**src/rtl/procik_mem_pkg.sv**
```systemverilog
// rtl/procik_mem_pkg.sv - shared SRAM geometry, controller state type and counter sizing helper
package procik_mem_pkg;

  localparam int ADDR_W    = 8;
  localparam int DATA_W    = 16;
  localparam int MEM_WORDS = 256;

  typedef enum logic [2:0] {
    IDLE,
    SETUP,
    STROBE,
    OUTEN,
    SAMPLE,
    RECOVER
  } sram_ctrl_state_t;

  // Bits needed to hold max_val; never less than one so a zero range still builds.
  function automatic int cnt_width(input int max_val);
    int w;
    w = 1;
    for (int i = 1; i < 31; i++) begin
      if (max_val >= (1 << i)) w = i + 1;
    end
    return w;
  endfunction

endpackage

```
**src/rtl/sram_ctrl_if.sv**
```systemverilog
// rtl/sram_ctrl_if.sv - request/response handshake between the core and the SRAM controller
interface sram_ctrl_if;
  import procik_mem_pkg::*;

  logic              req_valid;
  logic              req_ready;
  logic              req_we;
  logic [ADDR_W-1:0] req_addr;
  logic [DATA_W-1:0] req_wdata;
  logic              rsp_valid;
  logic [DATA_W-1:0] rsp_rdata;

  modport master (
    output req_valid, req_we, req_addr, req_wdata,
    input  req_ready, rsp_valid, rsp_rdata
  );

  modport slave (
    input  req_valid, req_we, req_addr, req_wdata,
    output req_ready, rsp_valid, rsp_rdata
  );

endinterface

```
**src/rtl/sram_phase_cnt.sv**
```systemverilog
// rtl/sram_phase_cnt.sv - loadable wait-state down-counter with zero flag
module sram_phase_cnt #(
  parameter int W = 1
) (
  input  logic         clk,
  input  logic         rst_n,
  input  logic         i_load,
  input  logic [W-1:0] i_load_val,
  output logic         o_zero
);

  logic [W-1:0] r_cnt;

  // Saturates at zero so the zero flag stays asserted while the FSM is parked.
  always_ff @(posedge clk or negedge rst_n) begin
    if (!rst_n) begin
      r_cnt <= '0;
    end else if (i_load) begin
      r_cnt <= i_load_val;
    end else if (r_cnt != '0) begin
      r_cnt <= r_cnt - W'(1);
    end
  end

  assign o_zero = (r_cnt == '0);

endmodule

```
**src/rtl/sram_ctrl.sv**
```systemverilog
// rtl/sram_ctrl.sv - initiator-side controller sequencing CSB/WEB/CE/OEB for the SRAM256x16 macro
module sram_ctrl
  import procik_mem_pkg::*;
#(
  parameter int SETUP_CYC  = 1,
  parameter int STROBE_CYC = 1
) (
  input  logic              clk,
  input  logic              rst_n,
  sram_ctrl_if.slave        bus,
  output logic [ADDR_W-1:0] sram_a,
  output logic [DATA_W-1:0] sram_i,
  input  logic [DATA_W-1:0] sram_o,
  output logic              sram_ce,
  output logic              sram_csb,
  output logic              sram_web,
  output logic              sram_oeb
);

  localparam int WAIT_MAX = ((SETUP_CYC > STROBE_CYC) ? SETUP_CYC : STROBE_CYC) - 1;
  localparam int CNT_W    = cnt_width(WAIT_MAX);
  localparam logic [CNT_W-1:0] SETUP_LOAD  = CNT_W'(SETUP_CYC - 1);
  localparam logic [CNT_W-1:0] STROBE_LOAD = CNT_W'(STROBE_CYC - 1);

  sram_ctrl_state_t  r_state;
  sram_ctrl_state_t  w_state_nxt;

  logic              w_accept;
  logic              w_we_eff;
  logic              w_cnt_load;
  logic [CNT_W-1:0]  w_cnt_val;
  logic              w_cnt_zero;

  logic              r_we;
  logic              r_ready;
  logic              r_rsp_valid;
  logic [DATA_W-1:0] r_rsp_rdata;
  logic [ADDR_W-1:0] r_sram_a;
  logic [DATA_W-1:0] r_sram_i;
  logic              r_sram_ce;
  logic              r_sram_csb;
  logic              r_sram_web;
  logic              r_sram_oeb;

  assign w_accept = bus.req_valid & r_ready;
  // On the accepting edge the latched direction is not yet valid, so take it from the bus.
  assign w_we_eff = w_accept ? bus.req_we : r_we;

  sram_phase_cnt #(.W(CNT_W)) u_phase_cnt (
    .clk        (clk),
    .rst_n      (rst_n),
    .i_load     (w_cnt_load),
    .i_load_val (w_cnt_val),
    .o_zero     (w_cnt_zero)
  );

  always_ff @(posedge clk or negedge rst_n) begin
    if (!rst_n) r_state <= IDLE;
    else        r_state <= w_state_nxt;
  end

  always_comb begin
    w_state_nxt = r_state;
    w_cnt_load  = 1'b0;
    w_cnt_val   = '0;
    case (r_state)
      IDLE: begin
        if (w_accept) begin
          w_state_nxt = SETUP;
          w_cnt_load  = 1'b1;
          w_cnt_val   = SETUP_LOAD;
        end
      end
      SETUP: begin
        if (w_cnt_zero) begin
          w_state_nxt = STROBE;
          w_cnt_load  = 1'b1;
          w_cnt_val   = STROBE_LOAD;
        end
      end
      STROBE: begin
        if (w_cnt_zero) w_state_nxt = r_we ? RECOVER : OUTEN;
      end
      OUTEN:   w_state_nxt = SAMPLE;
      SAMPLE:  w_state_nxt = IDLE;
      RECOVER: w_state_nxt = IDLE;
      default: w_state_nxt = IDLE;
    endcase
  end

  // Every pin is a registered decode of the next state, so the macro sees glitch-free strobes.
  always_ff @(posedge clk or negedge rst_n) begin
    if (!rst_n) begin
      r_we        <= 1'b0;
      r_ready     <= 1'b1;
      r_rsp_valid <= 1'b0;
      r_rsp_rdata <= '0;
      r_sram_a    <= '0;
      r_sram_i    <= '0;
      r_sram_ce   <= 1'b0;
      r_sram_csb  <= 1'b1;
      r_sram_web  <= 1'b1;
      r_sram_oeb  <= 1'b1;
    end else begin
      if (w_accept) begin
        r_we     <= bus.req_we;
        r_sram_a <= bus.req_addr;
        if (bus.req_we) r_sram_i <= bus.req_wdata;
      end
      r_ready     <= (w_state_nxt == IDLE);
      r_rsp_valid <= (w_state_nxt == SAMPLE) || (w_state_nxt == RECOVER);
      if (w_state_nxt == SAMPLE) r_rsp_rdata <= sram_o;
      r_sram_ce   <= (w_state_nxt == STROBE);
      r_sram_csb  <= !(w_state_nxt inside {SETUP, STROBE, OUTEN, SAMPLE});
      r_sram_web  <= !(w_we_eff && (w_state_nxt inside {SETUP, STROBE}));
      r_sram_oeb  <= !(w_state_nxt inside {OUTEN, SAMPLE});
    end
  end

  assign bus.req_ready = r_ready;
  assign bus.rsp_valid = r_rsp_valid;
  assign bus.rsp_rdata = r_rsp_rdata;
  assign sram_a        = r_sram_a;
  assign sram_i        = r_sram_i;
  assign sram_ce       = r_sram_ce;
  assign sram_csb      = r_sram_csb;
  assign sram_web      = r_sram_web;
  assign sram_oeb      = r_sram_oeb;

endmodule

```
**src/flat_wrapper.sv**
```systemverilog
// flat-port wrapper written by rule: the top's interface ports become plain ports
module sram_ctrl_flat import procik_mem_pkg::*;
#(
  parameter int SETUP_CYC  = 1,
  parameter int STROBE_CYC = 1
)
  (clk, rst_n, sram_a, sram_i, sram_o, sram_ce, sram_csb, sram_web, sram_oeb, bus_req_valid, bus_req_we, bus_req_addr, bus_req_wdata, bus_req_ready, bus_rsp_valid, bus_rsp_rdata);
  sram_ctrl_if bus_i ();
  input  logic clk;
  input  logic rst_n;
  output logic [ADDR_W-1:0] sram_a;
  output logic [DATA_W-1:0] sram_i;
  input  logic [DATA_W-1:0] sram_o;
  output logic sram_ce;
  output logic sram_csb;
  output logic sram_web;
  output logic sram_oeb;
  input wire logic [$bits(bus_i.req_valid)-1:0] bus_req_valid;
  input wire logic [$bits(bus_i.req_we)-1:0] bus_req_we;
  input wire logic [$bits(bus_i.req_addr)-1:0] bus_req_addr;
  input wire logic [$bits(bus_i.req_wdata)-1:0] bus_req_wdata;
  output wire logic [$bits(bus_i.req_ready)-1:0] bus_req_ready;
  output wire logic [$bits(bus_i.rsp_valid)-1:0] bus_rsp_valid;
  output wire logic [$bits(bus_i.rsp_rdata)-1:0] bus_rsp_rdata;
  assign bus_i.req_valid = bus_req_valid;
  assign bus_i.req_we = bus_req_we;
  assign bus_i.req_addr = bus_req_addr;
  assign bus_i.req_wdata = bus_req_wdata;
  assign bus_req_ready = bus_i.req_ready;
  assign bus_rsp_valid = bus_i.rsp_valid;
  assign bus_rsp_rdata = bus_i.rsp_rdata;
  sram_ctrl #(.SETUP_CYC(SETUP_CYC), .STROBE_CYC(STROBE_CYC)) u_core (.clk(clk), .rst_n(rst_n), .bus(bus_i), .sram_a(sram_a), .sram_i(sram_i), .sram_o(sram_o), .sram_ce(sram_ce), .sram_csb(sram_csb), .sram_web(sram_web), .sram_oeb(sram_oeb));
endmodule
```
**config.mk**
```make
export PLATFORM = sky130hd
export DESIGN_NAME = sram_ctrl_flat
export DESIGN_NICKNAME = d
export VERILOG_FILES = /design/src/rtl/procik_mem_pkg.sv /design/src/rtl/sram_ctrl_if.sv /design/src/rtl/sram_phase_cnt.sv /design/src/rtl/sram_ctrl.sv /design/src/flat_wrapper.sv
export SDC_FILE = /design/constraint.sdc
export NUM_CORES = 1
export LEC_CHECK = 0
export CAP_MARGIN = 20
export CORE_ASPECT_RATIO = 1.5
export CORE_MARGIN = 2
export CORE_UTILIZATION = 36
export DETAILED_ROUTE_END_ITERATION = 6
export PLACE_DENSITY = 0.75
export SYNTH_ARGS = -nofsm -noshare
export SYNTH_HDL_FRONTEND = slang
export SYNTH_SLANG_ARGS = --single-unit
export TNS_END_PERCENT = 30
```
**constraint.sdc**
```tcl
create_clock -name clk -period 1.4 [get_ports clk]
set_clock_uncertainty 0.05 [all_clocks]
set_input_delay 0.14 -clock clk [delete_from_list [all_inputs] [get_ports clk]]
set_output_delay 0.14 -clock clk [all_outputs]
set_load 0.03 [all_outputs]
```
==> results.txt, run 1 <==
----------------------------------------------------
[Run status]
  Status ... complete, no violations

[Synth]
  Syn_nets ... 161
  Yosys top cell area share ... 60.1%
  Yosys synthesis warning count ... 0
  Synthesized area ... around 1900 um^2
  Cell types occupying the most area after synthesis ... dfrtp_1, mux2_2, mux2_4
  Mapped Cells ... 117
  Cell taking the most area after synthesis ... dfrtp_1
  Sequential fraction of the synthesis area ... approximately 66%
  Flop and latch count out of synthesis ... 50
  Count of different cell masters after synthesis ... 22
  Average size of a mapped cell ... roughly 16 um^2

[Worst setup path]
  Worst Path Required ... 1540 ps
  Element type at the critical path start ... register
  Critical path, cell by cell ... nand3_4 > mux2_2
  Sum of buffers and inverters on the critical path ... 0
  Cell with the biggest individual delay on the critical path ... dfstp_2
  Crit Path Category ... register to register
  Kind of cell adding the most delay to the critical path ... flip-flops
  Data arrival time at the worst-slack endpoint ... 1460 ps
  Highest cell delay on the worst timing path ... approximately 580 ps
  Top fanout value on the critical path ... 18
  Critical Path End Type ... register

[Die]
  Die area ... approximately 5900 um^2
  Die width ... 63.6 um
  Starting Density ... 37.4%
  IO Pins ... 90
  Core region area ... 5120 um^2
  Standard-cell row count ... 32
  Vertical die dimension ... 93.4 um

[Placed design]
  RePlAce Congestion ... 0.694
  Cells after DPL ... between 200 and 300
  Number of buffers inserted by port buffering ... 89
  Hpwl dp ... 3010 um

[Clock tree]
  Clock tree sinks ... 50
  CTS root buffer ... clkbuf_8
  Clock Tree Buf Depth ... 2
  Number of buffers created by CTS ... 5
  Setup Buffers After CTS ... 0
  Number of levels in the clock H-tree ... 2
  Clock insertion delay at the later pin of the skew report ... roughly 300 ps
  Clock-pin slew of the registers on the worst-case setup and hold paths ... 90 ps
  Clock tree from TritonCTS ... done

[Timing]
  Unrepaired setup endpoints after global routing ... no
  Slew Limit Headroom ... 78.1%
  Portion of the clock cycle consumed by the worst path in the final layout ... 94.3%
  Count of final max-slew check failures ... 0
  Final setup vio count ... 0
  Final worst path period need ... approximately 1300 ps
  Final count of hold timing violations ... 0
  Maximum clock frequency ... 0.757 GHz
  Actual slew at the worst max-slew pin ... 330 ps

[Cells and area]
  Most frequent standard cell in the layout excluding fill and tap cells ... dfrtp_1
  Synthesis-to-layout area growth ... 54.2%
  Number of standard cells in the layout, taps in and fillers out ... 285
  Number of inserted diodes ... 0
  Share of post-route cells with drive strength above 1 ... 29.0%
  Number of nets in the layout ... 260
  Commonest cells after routing, fill and taps aside ... dfrtp_1, clkdlybuf4s50_1, dlygate4sd2_1

[Routing]
  Detailed-route vias per instance ... 4.57
  Post-detailed-route wirelength per cell ... between 10 and 15 um
  Detailed Route Iter0 Violations ... 36
  DRC Markers ... 0
  Final antenna-violating net count ... 0
  Routed via count ... 1303
  Drt first pass iters ... 3
  Total wirelength of the detailed-routed design ... 4070 um

[Power]
  Highest ir drop seen on vdd ... 1.02 mV
  Pwr Total ... 7.02 mW
  P_leak ... 1.38 nW
  Total power per unit cell area ... 2370 nW/um^2

[Global route]
  Number of antenna violations at the first check in global routing ... 0
  Via count of the first global-routing pass ... 1405
  Overall overflow remaining after global route ... 0
  Largest net degree at the start of global routing ... 51
  Wire length of the first global-routing pass ... 7000 um
  Aggregate global-route resource usage ... 15.4%

[Worst hold path]
  Worst hold-check path type ... input pin to asynchronous set/reset pin

[Flow run]
  Max-capacitance violation count ... 0

----------------------------------------------------
==> final timing paths <==
| check | startpoint | to | slack, ps | cells past startpoint |
|---|---|---|---|---|
| max | u_core.bus.req_ready | u_core.sram_i[0] | 80 | 2 |
| min reg2reg | u_core.bus.rsp_rdata[2] | u_core.bus.rsp_rdata[2] | 450 | 1 |
| max in group asynchronous | rst_n | u_core.bus.req_ready | 720 | 3 |
| max reg2reg | u_core.bus.req_ready | u_core.sram_i[0] | 80 | 2 |
| min in group clk | bus_req_addr[2] | u_core.sram_a[2] | 390 | 2 |
| min | rst_n | u_core.sram_a[6] | 290 | 3 |
==> worst min-delay path, stage by stage <==
cell,delay (ps)
dlygate4sd3_1,510
buf_2,120
buf_12,260
==> power breakdown <==
group	leakage [nW]	switching, mW	internal [mW]
clock network	0.0385	0.447	0.354
logic	0.749	2.13	1.54
registers	0.590	0.353	2.20
total	1.38	2.93	4.09
==> repair_timing <==
action,4_1_cts,5_1_grt
endpoints found under the hold margin,46,0
gates resized for setup,48,3
setup endpoints to repair,45,3
hold buffers,1,0
==> logic make-up after synthesis <==
logic type / synth area share [%]
and+or+nand+nor: 4.31
muxes: 25.5
buffers and inverters: 1.89
AOI/OAI and AO/OA: 2.81
DFF: 65.5
==> cells in the mapped netlist <==
cell and number:
nand2_4 1, nor2b_1 1, dfrtp_1 46, nand2_1 3, o31ai_1 1, nor2_1 2
nor2b_4 1, a21o_1 1, nand3_2 1, dfstp_2 4, a21oi_1 2, mux2_2 30
mux2_4 10, o21ai_0 1, buf_8 1, and2b_1 1, nand3_1 1, inv_1 3
nor3_1 2, a21boi_0 2, a211o_1 1, buf_2 2
==> per-stage QoR <==
stage	util, %	hold WS [ps]	setup TNS (ps)	setup WS (ps)	area (um^2)
floorplan	-	-206	0	4.99	1930
global placement	57.2	96.4	-1080	-56.1	2930
detailed placement	57.2	97.6	-1940	-110	2930
CTS	58.0	300	0	5.75	2970
global route	57.7	307	0	14.0	2960
finish	57.7	292	0	79.2	2960
==> state kept, by name, summed over array words and instances, names as in the netlist <==
signal                flops
u_core.bus.rsp_rdata     16
u_core.sram_i            16
u_core.sram_a             8
u_core.r_state            3
u_core.bus.req_ready      1
u_core.bus.rsp_valid      1
u_core.r_we               1
u_core.sram_ce            1
u_core.sram_csb           1
u_core.sram_oeb           1
u_core.sram_web           1
==> metal layers <==
layer  wire [um]  share of wire (%)  vias up  GRT usage [%]
li1            -                  -      597              -
met1        1530                 38      639           18.4
met2        2150                 53       58           25.5
met3         285                7.0        9           4.45
met4         100                2.5        0           7.07
met5           0                  0        -              0
==> layout make-up <==
type                            instances  area, um^2
Inverter                                3        11.3
Fill cell                             475        2170
Clock inverter                          1        7.51
Multi-Input combinational cell         61         632
Timing Repair Buffer                   95         888
Clock buffer                            7        76.3
Sequential cell                        50        1260
Tap cell                               68        85.1
Note: power is estimated with default switching activity, not from simulation.
==> inputs of run 2 (changes only) <==
CTS_BUF_LIST = sky130_fd_sc_hd__clkbuf_8 sky130_fd_sc_hd__clkbuf_16   (was default)
==> run 2 against run 1 <==
  * Sequential share of layout area stayed put
  * Clock power shrank 2%
  * Global-route usage unchanged
  * Utilization unchanged
  * Cell area unchanged
  * Register-to-register slack hardly changed
  * Flip-flop and latch count did not move
  * Critical path depth did not move
  * Via count unchanged
  * Setup slack about the same
  * Final cell count stayed put
  * Largest power group unchanged
  * Highest routed layer unchanged
==> results.txt, run 2 (synthesized netlist as in run 1, its figures left out) <==
----------------------------------------------------
[Clock tree]
  Number of buffers created by CTS ... 5 (unchanged)
  Clock tree from TritonCTS ... done
  Clock insertion delay at the later pin of the skew report ... 300 ps (about the same)
  Clock-pin slew of the registers on the worst-case setup and hold paths ... 90 ps (about the same)
  Number of levels in the clock H-tree ... 2 (unchanged)
  Clock Tree Buf Depth ... 2 (unchanged)
  CTS root buffer ... clkbuf_8
  Clock tree sinks ... 50 (unchanged)

[Timing]
  Actual slew at the worst max-slew pin ... 330 ps (unchanged)
  Count of final max-slew check failures ... 0 (unchanged)
  Maximum clock frequency ... 0.757 GHz (about the same)
  Setup TNS ... 0 ps (unchanged)
  Slew Limit Headroom ... 78.1% (unchanged)
  Final setup vio count ... 0 (unchanged)
  Final count of hold timing violations ... 0 (unchanged)
  Portion of the clock cycle consumed by the worst path in the final layout ... 94.3% (about the same)
  Final hold slack ... 292 ps (-0.344 ps)
  Final worst path period need ... 1320 ps (-0.313 ps)
  Unrepaired setup endpoints after global routing ... no

[Global route]
  Met3 Usage GRT ... 4.45% (unchanged)
  Met1 Track Usage GR ... 18.4% (unchanged)
  Via count of the first global-routing pass ... 1405 (unchanged)
  Wire length of the first global-routing pass ... 7000 um (unchanged)
  Met2 Use GR ... 25.5% (unchanged)
  Grt peak-use layer ... met2
  Largest net degree at the start of global routing ... 51 (unchanged)
  Aggregate global-route resource usage ... 15.4% (unchanged)
  Number of antenna violations at the first check in global routing ... 0 (unchanged)
  Overall overflow remaining after global route ... 0 (unchanged)

[Routing]
  DRC Markers ... 0 (unchanged)
  Detailed Route Iter0 Violations ... 36 (unchanged)
  Final antenna-violating net count ... 0 (unchanged)
  Total wirelength of the detailed-routed design ... 4070 um (unchanged)
  Drt first pass iters ... 3 (unchanged)
  Routed via count ... 1303 (unchanged)
  Post-detailed-route wirelength per cell ... 14.3 um (unchanged)
  Detailed-route vias per instance ... 4.57 (unchanged)

[Cells and area]
  Number of nets in the layout ... 260 (unchanged)
  Synthesis-to-layout area growth ... 54.2% (unchanged)
  Commonest cells after routing, fill and taps aside ... dfrtp_1, clkdlybuf4s50_1, dlygate4sd2_1
  Share of post-route cells with drive strength above 1 ... 29.0% (unchanged)
  Most frequent standard cell in the layout excluding fill and tap cells ... dfrtp_1
  Number of inserted diodes ... 0 (unchanged)

[Placed design]
  Hpwl dp ... 3010 um (unchanged)
  RePlAce Congestion ... 0.694 (unchanged)
  Number of buffers inserted by port buffering ... 89 (unchanged)

[Die]
  Core region area ... 5120 um^2 (unchanged)
  IO Pins ... 90 (unchanged)
  Die width ... 63.6 um (unchanged)
  Vertical die dimension ... 93.4 um (unchanged)
  Starting Density ... 37.4% (unchanged)
  Standard-cell row count ... 32 (unchanged)
  Die area ... 5940 um^2 (unchanged)

[Worst setup path]
  Element type at the critical path start ... register
  Top fanout value on the critical path ... 18 (unchanged)
  Worst Path Required ... 1540 ps (about the same)
  Critical Path End Type ... register
  Data arrival time at the worst-slack endpoint ... 1460 ps (about the same)
  Highest cell delay on the worst timing path ... 580 ps (about the same)
  Kind of cell adding the most delay to the critical path ... flip-flops
  Critical path, cell by cell ... nand3_4 > mux2_2
  Sum of buffers and inverters on the critical path ... 0 (unchanged)
  Cell with the biggest individual delay on the critical path ... dfstp_2
  Crit Path Category ... register to register

[Power]
  P_leak ... 1.39 nW (+0.60%)
  Highest ir drop seen on vdd ... 1.02 mV (about the same)
  Total power per unit cell area ... 2370 nW/um^2 (-0.20%)
  Pwr Total ... 7.01 mW (-0.20%)

[Run status]
  Status ... complete, no violations

[Flow run]
  Max-capacitance violation count ... 0 (unchanged)

[Worst hold path]
  Worst hold-check path type ... input pin to asynchronous set/reset pin

----------------------------------------------------
run 2: cell count changes in the layout (fill, tap and decap cells not counted), sizes merged:
cell / delta
inv: +2
clkbuf: -2
run 2: area by class of cell:
cell class,count,area [um^2]
multi-input combinational,61,632
sequential,50,1260
timing repair buffer,95,888
clock inverter,3,15.0
clock buffer,5,68.8
inverter,3,11.3
fill,475,2170
tap,68,85.1
run 2: repair_timing:
| item | CTS | global route |
|---|---|---|
| endpoints found under the setup margin | 45 | 3 |
| buffers inserted | 0 | 0 |
| gates resized for setup | 48 | 3 |
| hold buffers | 1 | 0 |
| cloned | 0 | 0 |
| endpoints found under the hold margin | 46 | 0 |
| pin swaps | 0 | 0 |
run 2: metrics by stage:
stage | setup WS [ps] | cells | util [%] | area (um^2)
after floorplan | 4.99 | 117 | - | 1930
after global placement | -56.1 | 276 | 57.2 | 2930
after detailed placement | -110 | 276 | 57.2 | 2930
after CTS | 5.75 | 285 | 58.0 | 2970
after global routing | 14.0 | 285 | 57.7 | 2960
final | 79.5 | 285 | 57.7 | 2960
run 2: tightest hold or removal path, cell delays in order:
cell and delay [ps]:
dlygate4sd3_1 510, buf_2 120, buf_12 260
run 2: worst paths after layout:
path / from / slack [ps] / end / cells past startpoint
setup / recovery: u_core.bus.req_ready / 80 / u_core.sram_i[0] / 2
hold / removal: rst_n / 290 / u_core.sram_a[6] / 3
setup reg to reg: u_core.bus.req_ready / 80 / u_core.sram_i[0] / 2
hold reg to reg: u_core.bus.rsp_rdata[2] / 450 / u_core.bus.rsp_rdata[2] / 1
max in group asynchronous: rst_n / 720 / u_core.bus.req_ready / 3
min in group clk: bus_req_addr[2] / 390 / u_core.sram_a[2] / 2
run 2: power breakdown:
| part | internal (mW) | switching (mW) | leakage (nW) | total [mW] |
|---|---|---|---|---|
| clock | 0.340 | 0.448 | 0.0467 | 0.788 |
| combinational | 1.54 | 2.13 | 0.749 | 3.67 |
| sequential | 2.20 | 0.353 | 0.590 | 2.55 |
| total | 4.07 | 2.93 | 1.39 | 7.01 |
run 2: per-layer routing:
layer | vias up | share of wire, % | wire (um)
li1 | 597 | - | -
met1 | 639 | 38 | 1530
met2 | 58 | 53 | 2150
met3 | 9 | 7.0 | 285
met4 | 0 | 2.5 | 100
met5 | - | 0 | 0
